File: config.mk
export PLATFORM = sky130hd
export DESIGN_NAME = capi_tag_issue
export DESIGN_NICKNAME = d
export VERILOG_FILES = /design/src/rtl/capi_tag_issue_pkg.sv /design/src/rtl/base_incdec.sv /design/src/rtl/capi_tag_ctx_tbl.sv /design/src/rtl/capi_tag_issue.sv
export SDC_FILE = /design/constraint.sdc
export NUM_CORES = 1
export LEC_CHECK = 0
export CAP_MARGIN = 15
export CORE_UTILIZATION = 50
export CTS_CLUSTER_SIZE = 40
export DETAILED_ROUTE_END_ITERATION = 6
export HOLD_SLACK_MARGIN = 0.02
export MAX_ROUTING_LAYER = met4
export PLACE_DENSITY_LB_ADDON = 0.15
export SYNTH_ARGS = -nofsm -noshare
export SYNTH_HDL_FRONTEND = slang
export SYNTH_SLANG_ARGS = --single-unit
File: constraint.sdc
create_clock -name clk -period 7.8 [get_ports clk]
set_clock_uncertainty 0.2 [all_clocks]
set_input_delay 1.56 -clock clk [delete_from_list [all_inputs] [get_ports clk]]
set_output_delay 1.56 -clock clk [all_outputs]
set_load 0.02 [all_outputs]
File: src/rtl/capi_tag_issue_pkg.sv
// Shared types for the CAPI tag issue block: drain/quiesce state encoding.
package capi_tag_issue_pkg;

    typedef enum logic [1:0] {
        ST_RUN   = 2'd0,
        ST_DRAIN = 2'd1,
        ST_IDLE  = 2'd2
    } drain_state_e;

endpackage

File: src/rtl/base_incdec.sv
// Up/down counter: +1 on inc, -1 on dec, hold when both or neither.
module base_incdec #(
    parameter int width = 5
) (
    input  logic             clk,
    input  logic             reset,
    input  logic             inc,
    input  logic             dec,
    output logic [width-1:0] cnt
);

    localparam logic [width-1:0] ONE = {{(width-1){1'b0}}, 1'b1};

    // counter register
    always_ff @(posedge clk) begin
        if (reset) begin
            cnt <= {width{1'b0}};
        end else if (inc && !dec) begin
            cnt <= cnt + ONE;
        end else if (dec && !inc) begin
            cnt <= cnt - ONE;
        end else begin
            cnt <= cnt;
        end
    end

endmodule

File: src/rtl/capi_tag_ctx_tbl.sv
// Tag-indexed context RAM plus per-tag valid bits; registered read returns pre-write values.
module capi_tag_ctx_tbl #(
    parameter int id_width = 4,
    parameter int num_res  = 2**id_width,
    parameter int dwidth   = 32
) (
    input  logic                clk,
    input  logic                reset,
    input  logic                set_v,
    input  logic [id_width-1:0] set_idx,
    input  logic [dwidth-1:0]   set_d,
    input  logic                clr_v,
    input  logic [id_width-1:0] clr_idx,
    input  logic [id_width-1:0] rd_idx,
    output logic                rd_valid,
    output logic [dwidth-1:0]   rd_d
);

    localparam logic [num_res-1:0] ONE_HOT0 = {{(num_res-1){1'b0}}, 1'b1};

    logic [dwidth-1:0]  mem_r [num_res];
    logic [num_res-1:0] valid_r;
    logic [num_res-1:0] set_mask_s;
    logic [num_res-1:0] clr_mask_s;
    logic [num_res-1:0] valid_nx_s;

    // set wins over clear so a same-cycle reissue of a just-responded tag stays valid
    always_comb begin
        set_mask_s = set_v ? (ONE_HOT0 << set_idx) : {num_res{1'b0}};
        clr_mask_s = clr_v ? (ONE_HOT0 << clr_idx) : {num_res{1'b0}};
        valid_nx_s = (valid_r & ~clr_mask_s) | set_mask_s;
    end

    // valid bits and registered valid read
    always_ff @(posedge clk) begin
        if (reset) begin
            valid_r  <= {num_res{1'b0}};
            rd_valid <= 1'b0;
        end else begin
            valid_r  <= valid_nx_s;
            rd_valid <= valid_r[rd_idx];
        end
    end

    // context RAM, intentionally not reset
    always_ff @(posedge clk) begin
        if (set_v) begin
            mem_r[set_idx] <= set_d;
        end
        rd_d <= mem_r[rd_idx];
    end

endmodule

File: src/rtl/capi_tag_issue.sv
// Pairs requests with free tags, issues tagged commands, completes responses and
// returns tags to the manager; includes outstanding count and drain/quiesce FSM.
module capi_tag_issue
    import capi_tag_issue_pkg::*;
#(
    parameter int id_width = 4,
    parameter int num_res  = 2**id_width,
    parameter int dwidth   = 32
) (
    input  logic                clk,
    input  logic                reset,
    input  logic                i_req_v,
    output logic                i_req_r,
    input  logic [dwidth-1:0]   i_req_d,
    input  logic                i_tag_v,
    output logic                i_tag_r,
    input  logic [id_width-1:0] i_tag_id,
    output logic                o_cmd_v,
    input  logic                o_cmd_r,
    output logic [id_width-1:0] o_cmd_tag,
    output logic [dwidth-1:0]   o_cmd_d,
    input  logic                i_rsp_v,
    input  logic [id_width-1:0] i_rsp_tag,
    output logic                o_cpl_v,
    output logic [id_width-1:0] o_cpl_tag,
    output logic [dwidth-1:0]   o_cpl_d,
    output logic                o_free_v,
    output logic [id_width-1:0] o_free_id,
    input  logic                i_drain,
    output logic                o_idle,
    output logic [id_width:0]   o_cnt,
    output logic                o_rsp_err
);

    drain_state_e          state_r;
    drain_state_e          state_nx_s;
    logic                  fire_s;
    logic                  quiet_s;
    logic                  cmd_v_r;
    logic [id_width-1:0]   cmd_tag_r;
    logic [dwidth-1:0]     cmd_d_r;
    logic                  rsp_v_r1;
    logic [id_width-1:0]   rsp_tag_r1;
    logic                  tbl_valid_s;
    logic [dwidth-1:0]     tbl_d_s;
    logic                  cpl_v_r;
    logic [id_width-1:0]   cpl_tag_r;
    logic [dwidth-1:0]     cpl_d_r;
    logic                  rsp_err_r;
    logic                  idle_r;
    logic [id_width:0]     cnt_s;

    // issue handshake: request and tag are always consumed together
    always_comb begin
        fire_s  = i_req_v & i_tag_v & (state_r == ST_RUN) & (~cmd_v_r | o_cmd_r);
        quiet_s = (cnt_s == {(id_width+1){1'b0}}) & ~cmd_v_r & ~rsp_v_r1 & ~cpl_v_r;
    end

    assign i_req_r   = fire_s;
    assign i_tag_r   = fire_s;
    assign o_cmd_v   = cmd_v_r;
    assign o_cmd_tag = cmd_tag_r;
    assign o_cmd_d   = cmd_d_r;
    assign o_cpl_v   = cpl_v_r;
    assign o_cpl_tag = cpl_tag_r;
    assign o_cpl_d   = cpl_d_r;
    assign o_free_v  = cpl_v_r;
    assign o_free_id = cpl_tag_r;
    assign o_rsp_err = rsp_err_r;
    assign o_idle    = idle_r;
    assign o_cnt     = cnt_s;

    capi_tag_ctx_tbl #(
        .id_width (id_width),
        .num_res  (num_res),
        .dwidth   (dwidth)
    ) u_tbl (
        .clk      (clk),
        .reset    (reset),
        .set_v    (fire_s),
        .set_idx  (i_tag_id),
        .set_d    (i_req_d),
        .clr_v    (i_rsp_v),
        .clr_idx  (i_rsp_tag),
        .rd_idx   (i_rsp_tag),
        .rd_valid (tbl_valid_s),
        .rd_d     (tbl_d_s)
    );

    base_incdec #(
        .width (id_width + 1)
    ) u_cnt (
        .clk   (clk),
        .reset (reset),
        .inc   (fire_s),
        .dec   (cpl_v_r),
        .cnt   (cnt_s)
    );

    // command output register, held until accepted
    always_ff @(posedge clk) begin
        if (reset) begin
            cmd_v_r   <= 1'b0;
            cmd_tag_r <= {id_width{1'b0}};
            cmd_d_r   <= {dwidth{1'b0}};
        end else if (fire_s) begin
            cmd_v_r   <= 1'b1;
            cmd_tag_r <= i_tag_id;
            cmd_d_r   <= i_req_d;
        end else if (o_cmd_r) begin
            cmd_v_r   <= 1'b0;
        end else begin
            cmd_v_r   <= cmd_v_r;
        end
    end

    // response pipeline: r1 captures the lookup, r2 drives completion/free or flags an error
    always_ff @(posedge clk) begin
        if (reset) begin
            rsp_v_r1   <= 1'b0;
            rsp_tag_r1 <= {id_width{1'b0}};
            cpl_v_r    <= 1'b0;
            cpl_tag_r  <= {id_width{1'b0}};
            cpl_d_r    <= {dwidth{1'b0}};
            rsp_err_r  <= 1'b0;
        end else begin
            rsp_v_r1   <= i_rsp_v;
            rsp_tag_r1 <= i_rsp_tag;
            cpl_v_r    <= rsp_v_r1 & tbl_valid_s;
            cpl_tag_r  <= rsp_tag_r1;
            cpl_d_r    <= tbl_d_s;
            rsp_err_r  <= rsp_err_r | (rsp_v_r1 & ~tbl_valid_s);
        end
    end

    // drain FSM next state
    always_comb begin
        state_nx_s = state_r;
        case (state_r)
            ST_RUN: begin
                if (i_drain) state_nx_s = ST_DRAIN;
                else         state_nx_s = ST_RUN;
            end
            ST_DRAIN: begin
                if (!i_drain)    state_nx_s = ST_RUN;
                else if (quiet_s) state_nx_s = ST_IDLE;
                else             state_nx_s = ST_DRAIN;
            end
            ST_IDLE: begin
                if (!i_drain) state_nx_s = ST_RUN;
                else          state_nx_s = ST_IDLE;
            end
            default: state_nx_s = ST_RUN;
        endcase
    end

    // drain FSM state and registered idle flag (aligned with the state it reports)
    always_ff @(posedge clk) begin
        if (reset) begin
            state_r <= ST_RUN;
            idle_r  <= 1'b0;
        end else begin
            state_r <= state_nx_s;
            idle_r  <= (state_nx_s == ST_IDLE);
        end
    end

endmodule

==> results of run 1 <==
==> worst min-delay path by stage <==
stage                              start          end  slack (ns)  cells after the start
after floorplan            u_tbl.rd_d[0]   o_cpl_d[0]        0.21                      1
after global placement     u_tbl.rd_d[1]   o_cpl_d[1]        0.22                      1
after detailed placement   u_tbl.rd_d[8]   o_cpl_d[8]        0.22                      1
after CTS                  u_tbl.rd_d[8]   o_cpl_d[8]        0.24                      1
after global routing      u_tbl.rd_d[16]  o_cpl_d[16]        0.25                      1
final                      u_tbl.rd_d[8]   o_cpl_d[8]        0.23                      1
==> routing by layer <==
layer | wire [µm] | GRT usage | up-vias
met2 | 24200 | 0.344 | 357
met3 | 2670 | 0.0428 | 105
met4 | 1300 | 0.0699 | 0
met5 | 0 | - | -
li1 | - | - | 5218
met1 | 21700 | 0.299 | 6118
==> logic make-up after synthesis <==
logic type / after synthesis / share of synthesized area
flip-flops: 649 / 0.767
AND/OR/NAND/NOR: 215 / 0.0444
AO/OA/AOI/OAI: 144 / 0.0384
multiplexers: 136 / 0.126
buffers and inverters: 95 / 0.0204
adder cells (fa/ha/maj): 5 / 0.00296
XOR/XNOR: 2 / 0.000741
==> registers in the layout (all words and copies together), names as in the netlist, 4 cells and up <==
signal and cells:
o_cmd_d 32, o_cmd_tag 4, o_cpl_d 32, o_cpl_tag 4
rsp_tag_r1 4, u_cnt.cnt 5, u_tbl.mem_r 512, u_tbl.rd_d 32
u_tbl.valid_r 16
==> cell usage after synthesis, drive strengths merged (2+ instances only) <==
| cell type | n |
|---|---|
| edfxtp | 512 |
| dfxtp | 137 |
| mux4 | 130 |
| nand2 | 118 |
| a22oi | 64 |
| a21oi | 53 |
| nor2b | 47 |
| clkbuf | 39 |
| buf | 38 |
| inv | 17 |
| nor2 | 16 |
| o21ai | 16 |
| nand3b | 8 |
| mux2i | 5 |
| ha | 4 |
| nand3 | 4 |
| nand4 | 4 |
| o22ai | 4 |
| nor4 | 3 |
| or2 | 3 |
| a2111oi | 2 |
| nand2b | 2 |
| nor4b | 2 |
| or3 | 2 |
==> layout make-up <==
cell class / instances / share of cell area
antenna: 2 / 0.000181
clock buffer: 88 / 0.0666
clock inverter: 30 / 0.00739
inverter: 18 / 0.00245
multi-input combinational: 502 / 0.184
sequential: 649 / 0.656
tap: 607 / 0.0275
timing repair buffer: 159 / 0.0556
==> power groups by stage <==
| stage | registers [mW] | clock network, mW | logic (mW) |
|---|---|---|---|
| 2_1_floorplan | 3.92 | 0 | 0.208 |
| 6_report | 3.82 | 2.98 | 0.412 |
| 3_3_place_gp | 3.89 | 0 | 0.413 |
| 3_5_place_dp | 3.89 | 0 | 0.417 |
| 4_1_cts | 3.82 | 3.05 | 0.419 |
| 5_1_grt | 3.82 | 3.17 | 0.445 |
==> metrics by stage <==
stage	util	std cells	instance area [µm²]	setup slack, ns
after floorplan	-	1246	23600	3.41
after global placement	0.549	1935	25600	2.13
after detailed placement	0.549	1935	25600	2.10
after CTS	0.593	2053	27600	2.10
after global routing	0.593	2055	27600	2.02
final	0.593	2055	27600	2.15
==> worst max-delay path, stage by stage <==
cell and delay, ns:
clkdlybuf4s50_1 0.50, nand4bb_4 0.15, or2_4 0.48, inv_2 0.49, clkdlybuf4s50_1 0.71
==> results.toml, run 1 <==
[status]
status = "finished clean"

[synth]
synth_top_cell_by_area = "edfxtp_1"
synth_area_mm2 = 0.0236
synth_top_cell_area_share = 0.651
ys_types = 44
synth_area_leaders = "edfxtp_1 (65%), mux4_2 (12%), dfxtp_1 (12%), a22oi_1 (2.0%), nand2_1 (1.9%)"
ys_seq_elements = 649
avgSynthCellArea_um2 = 19.0
synth_edf_count = 512
syn-num-nets = 1298
synthArstFlopShare = 0
synth_cells = 1246
synth_ff_type = "edfxtp_1"
synth_seq_area_share = 0.767
yosys_warnings = 0

[cts]
cts_resized = 0
clk_pin_slew_ns = 0.06
cts_buffers = 67
cts.sinks = 649
cts_max_path_buffers = 3
htreeDepth = 3
hold_buffers = 0
clock_latency_ns = 0.59
cts_root_buffer = "clkbuf_16"
cts_tree = "yes"
postCtsSetupRepairBufs = 0

[floorplan]
core_mm2 = 0.0466
die_w_um = 219
boundaryPins = 135
initial_core_util = 0.508
die-height_um = 219
rows = 79
dieArea_mm2 = 0.0481

[setup_path]
setup.worst_path.end_class = "output pin"
r2r_end = "u_cnt.cnt[4]"
endpoint = "i_req_r"
critPathMaxFanout = 38
arrival_ns = 3.89
crit_type = "in2out"
startpoint_type = "primary input"
r2r_start = "o_cmd_v"
cp.required_ns = 6.04
reg2reg_depth = 11
crit_start = "i_req_v"
reg2reg_slack_ns = 3.98

[timing]
finalSetupTns_ns = 0
slew_viol_final = 0
whs_ns = 0.233
post-route-period-util = 0.725
maxClockFrequency_mhz = 177
tightest_slew_ns = 1.00
finalSetupViolations = 0
report.final.hold_viol_count = 0
rsz0062_at_grt = "false"
fin_crit_ns = 5.65
slew-limit-headroom = 0.333

[global_routing]
grt_usage = 0.222
grt_pass1_wl_um = 74800
grt_pass1_vias = 12041
grt_overflow_total = 0
antenna_found_initial = 2
grt_max_degree = 100

[route]
drc_errors = 0
ant_nets = 0
vias_per_cell = 5.74
post_drt_wl_per_cell_um = 24.2
wirelength_um = 49800
via_count = 11798
drtPass1Iterations = 5
initialDrtViolationCount = 953

[cells_and_area]
fillers = 3447
drive_gt1_frac = 0.183
areaGrowthSynthToFinish_pct = 16.8
most-common-layout-cells = "edfxtp_1 (512), dfxtp_1 (137), clkdlybuf4s50_1 (131), mux4_2 (130), nand2_1 (118)"
regArea_mm2 = 0.0181
multi_input_area_mm2 = 0.00509
nets = 1449
mostFrequentLayoutCell = "edfxtp_1"

[placed_design]
gp_congestion = 0.808
dp_hpwl_um = 26600
place.port_buffers = 134

[power_and_ir_drop]
p_leak_nw = 8.96
clkPwrFrac = 0.414
power_density_mw_per_mm2 = 261
ir_drop_uv = 179
intPower_mw = 5.70
finalPower_mw = 7.21
power_frac_comb = 0.057
power_switching_mw = 1.51
netSwitchingFraction = 0.210
pwr-share-seq = 0.529

[worst_hold_path]
hold_path_class = "reg2reg"

[job]
drv_cap = 0
(Power assumes the default switching activity.)
==> inputs of run 2 (changes only) <==
Clock period 7.8 ns to 5.45 ns, I/O delays scaled along.
==> run 2 against run 1 <==
Critical endpoint is now i_tag_r. Final cell count grew 0.54%. Non-clock buffer count increased by 10. Critical path type unchanged. Die area unchanged. Clock power is 50% higher. Critical path depth is the same. Setup slack worse by 1.1 ns. Routed wire length is 0.70% higher. Sequential power grew 43%. Core utilization is 0.49 points higher. Sequential share of layout area decreased by 0.54 points. Register-to-register slack worse by 1.6 ns. Final area grew 0.82%.
==> results.toml, run 2 (same netlist as run 1, synthesis figures left out) <==
[route]
wirelength_um = 50200
initialDrtViolationCount = 1059
vias_per_cell = 5.68
via_count = 11739
ant_nets = 0
drtPass1Iterations = 7
post_drt_wl_per_cell_um = 24.3
drc_errors = 0

[floorplan]
initial_core_util = 0.508
die_w_um = 219
die-height_um = 219
boundaryPins = 135
dieArea_mm2 = 0.0481
core_mm2 = 0.0466
rows = 79

[timing]
rsz0062_at_grt = "false"
finalSetupTns_ns = 0
fin_crit_ns = 4.39
whs_ns = 0.234
finalSetupViolations = 0
slew_viol_final = 0
fin_ws_ns = 1.06
post-route-period-util = 0.806
maxClockFrequency_mhz = 228
report.final.hold_viol_count = 0
tightest_slew_ns = 1.17
slew-limit-headroom = 0.220

[cts]
cts_max_path_buffers = 3
cts_buffers = 67
cts_resized = 0
htreeDepth = 3
hold_buffers = 0
clk_pin_slew_ns = 0.06
clock_latency_ns = 0.58
cts_root_buffer = "clkbuf_16"
cts_tree = "yes"
cts.sinks = 649
postCtsSetupRepairBufs = 0

[power_and_ir_drop]
netSwitchingFraction = 0.206
power_density_mw_per_mm2 = 378
clkPwrFrac = 0.424
p_leak_nw = 9.05
finalPower_mw = 10.5
pwr-share-seq = 0.519
power_switching_mw = 2.17
intPower_mw = 8.36
ir_drop_uv = 250
power_frac_comb = 0.057

[global_routing]
grt_usage = 0.224
grt_pass1_vias = 12062
grt_overflow_total = 0
antenna_found_initial = 0
grt_pass1_wl_um = 76100
grt_max_degree = 91

[status]
status = "finished clean"

[setup_path]
path_common_cell = "clkdlybuf4s50_1"
max_stage_delay_ns = 0.70
cp.required_ns = 4.16
arrival_ns = 3.10
cp_slowest_cell = "clkdlybuf4s50_1"
critPathMaxFanout = 19
startpoint_type = "primary input"
setup.worst_path.end_class = "output pin"
cp_cell_sequence = "clkdlybuf4s50_1 -> nand4bb_4 -> or2_4 -> inv_2 -> clkdlybuf4s50_1"
crit_type = "in2out"

[cells_and_area]
top_register = "u_tbl.mem_r"
largest_reg_flops = 512
nets = 1459
fin_area_mm2 = 0.0278
areaGrowthSynthToFinish_pct = 17.8
diodes = 0
fillers = 3370
most-common-layout-cells = "edfxtp_1 (512), dfxtp_1 (137), clkdlybuf4s50_1 (131), mux4_2 (130), nand2_1 (118)"
mostFrequentLayoutCell = "edfxtp_1"
drive_gt1_frac = 0.184

[worst_hold_path]
hold_path_class = "reg2reg"

[job]
drv_cap = 0

[placed_design]
place.port_buffers = 134
dpl_cell_area_mm2 = 0.0257
dp_hpwl_um = 27800
post-place-ws_ns = 1.06
gp_congestion = 0.776
run 2: layout make-up:
| class | count | area [µm²] | share of cell area |
|---|---|---|---|
| multi-input combinational | 502 | 5090 | 0.183 |
| inverter | 18 | 67.6 | 0.00243 |
| clock buffer | 97 | 1870 | 0.0672 |
| clock inverter | 24 | 270 | 0.00971 |
| tap | 607 | 759 | 0.0273 |
| timing repair buffer | 169 | 1670 | 0.0599 |
| sequential | 649 | 18100 | 0.651 |
run 2: routing by layer:
metal | GRT usage | vias to the layer above | wire length [µm]
met5 | - | - | 0
met4 | 0.0549 | 0 | 802
met3 | 0.0358 | 58 | 2280
met2 | 0.351 | 290 | 24900
met1 | 0.310 | 6157 | 22200
li1 | - | 5234 | -
run 2: final timing paths:
path	from	to	slack, ns	cells past startpoint
worst max register to register	state_r[0]	u_tbl.mem_r[15][11]	2.34	7
worst min-delay path	u_tbl.rd_d[7]	o_cpl_d[7]	0.23	1
worst max-delay path	i_req_v	i_tag_r	1.06	5
worst min register to register	u_tbl.rd_d[7]	o_cpl_d[7]	0.23	1
run 2: stage by stage:
stage / util / std cells
CTS: 0.597 / 2065
floorplan: - / 1246
global placement: 0.551 / 1944
finish: 0.598 / 2066
global route: 0.598 / 2066
detailed placement: 0.551 / 1944
run 2: power by group through the flow:
stage               logic, mW  registers, mW  clock network [mW]
floorplan               0.298           5.61                   0
global placement        0.604           5.56                   0
detailed placement      0.609           5.57                   0
CTS                     0.611           5.46                4.56
global route            0.652           5.47                4.75
finish                  0.602           5.46                4.47
run 2: critical path: cells and delay by family:
family	cells	cell delay [ns]
simple gates	2	0.43
buf+inv	3	1.59
==> inputs of run 3 (changes only) <==
Clock period 5.45 ns to 3.7 ns, I/O delays scaled along.
==> run 3 against run 2 <==
Final cell count up 0.87%. Via count grew 1.2%. Routed wire length grew 1.3%. Core utilization up 0.77 points. Highest routed layer unchanged.
==> results.toml, run 3 (same netlist as run 1, synthesis figures left out) <==
[status]
status = "finished clean"

[cells_and_area]
fillers = 3352
multi_input_area_mm2 = 0.00509
fin_area_mm2 = 0.0282
drive_gt1_frac = 0.198
regArea_mm2 = 0.0181
top_register = "u_tbl.mem_r"
post-route-util = 0.606
most-common-layout-cells = "edfxtp_1 (512), dfxtp_1 (137), clkdlybuf4s50_1 (131), mux4_2 (130), nand2_1 (118)"
mostFrequentLayoutCell = "edfxtp_1"
diodes = 0
nets = 1473
areaGrowthSynthToFinish_pct = 19.3
largest_reg_flops = 512

[floorplan]
die-height_um = 219
rows = 79
initial_core_util = 0.508
boundaryPins = 135
core_mm2 = 0.0466
die_w_um = 219
dieArea_mm2 = 0.0481

[global_routing]
grt_pass1_vias = 12368
grt_pass1_wl_um = 77200
grt_max_degree = 64
antenna_found_initial = 0
grt_overflow_total = 0
grt_usage = 0.228

[timing]
maxClockFrequency_mhz = 300
finalSetupTns_ns = 0
rsz0062_at_grt = "false"
slew_viol_final = 0
fin_crit_ns = 3.34
post-route-period-util = 0.902
finalSetupViolations = 0
report.final.hold_viol_count = 0
slew-limit-headroom = 0.483
tightest_slew_ns = 0.774

[cts]
hold_buffers = 0
cts_max_path_buffers = 3
cts_resized = 0
htreeDepth = 3
clk_pin_slew_ns = 0.06
cts_tree = "yes"
cts_buffers = 68
clock_latency_ns = 0.59
cts_root_buffer = "clkbuf_16"
cts.sinks = 649
postCtsSetupRepairBufs = 0

[placed_design]
place.port_buffers = 134
dpl_cell_area_mm2 = 0.0260
dp_hpwl_um = 29700
gp_congestion = 0.826

[worst_hold_path]
hold_path_class = "reg2reg"

[setup_path]
path_common_cell = "clkdlybuf4s50_1"
startpoint_type = "primary input"
arrival_ns = 2.40
crit_type = "in2out"
cp_cell_sequence = "clkdlybuf4s50_1 -> nand4bb_4 -> or2_4 -> inv_2 -> clkdlybuf4s50_1"
cp_slowest_cell = "clkdlybuf4s50_1"
setup.worst_path.end_class = "output pin"
critPathMaxFanout = 5
max_stage_delay_ns = 0.63
cp.required_ns = 2.76

[route]
ant_nets = 0
drc_errors = 0
post_drt_wl_per_cell_um = 24.4
vias_per_cell = 5.70
wirelength_um = 50800
drtPass1Iterations = 5
via_count = 11884
initialDrtViolationCount = 1036

[job]
drv_cap = 0

[power_and_ir_drop]
ir_drop_uv = 394
power_density_mw_per_mm2 = 550
p_leak_nw = 9.20
-- run 3: changes by cell type in the layout (fill, tap and decap cells not counted), sizes merged --
cell / delta
buf: +14
clkbuf: +1
bufinv: -4
inv: +3
clkinv: +4
-- run 3: path summary, 6_finish.rpt --
| check | startpoint | to | slack (ns) | cells past startpoint |
|---|---|---|---|---|
| hold / removal | rsp_tag_r1[2] | o_cpl_tag[2] | 0.23 | 1 |
| setup reg to reg | state_r[0] | u_cnt.cnt[4] | 0.98 | 10 |
| setup / recovery | i_req_v | i_tag_r | 0.36 | 5 |
| hold reg to reg | rsp_tag_r1[2] | o_cpl_tag[2] | 0.23 | 1 |
-- run 3: critical path: cells and delay by family --
kind	cells	cell delay [ns]
buf+inv	3	1.23
simple gates	2	0.43
-- run 3: final cells by class --
class | instances | area share
Sequential cell | 649 | 0.643
Clock buffer | 99 | 0.0692
Multi-Input combinational cell | 502 | 0.180
Inverter | 18 | 0.00240
Clock inverter | 27 | 0.00745
Tap cell | 607 | 0.0269
Timing Repair Buffer | 182 | 0.0711
-- run 3: through the flow --
stage                     cells  setup slack, ns  power, mW  hold WS [ns]
after floorplan            1246            0.129       8.70         0.214
after global placement     1958            0.234       9.12         0.218
after detailed placement   1958            0.199       9.13         0.222
after CTS                  2084            0.349       15.6         0.230
after global routing       2084            0.290       16.0         0.254
final                      2084            0.364       15.5         0.227
-- run 3: metal layers --
| layer | GRT usage | share of wire | wire length, µm |
|---|---|---|---|
| met2 | 0.373 | 0.51 | 25800 |
| met4 | 0.0785 | 0.031 | 1580 |
| met3 | 0.0406 | 0.044 | 2220 |
| met5 | - | 0 | 0 |
| met1 | 0.288 | 0.42 | 21200 |
-- run 3: power breakdown --
part	total [mW]	internal, mW	switching, mW
clock network	6.53	3.83	2.71
logic	0.920	0.396	0.524
registers	8.04	8.00	0.0450
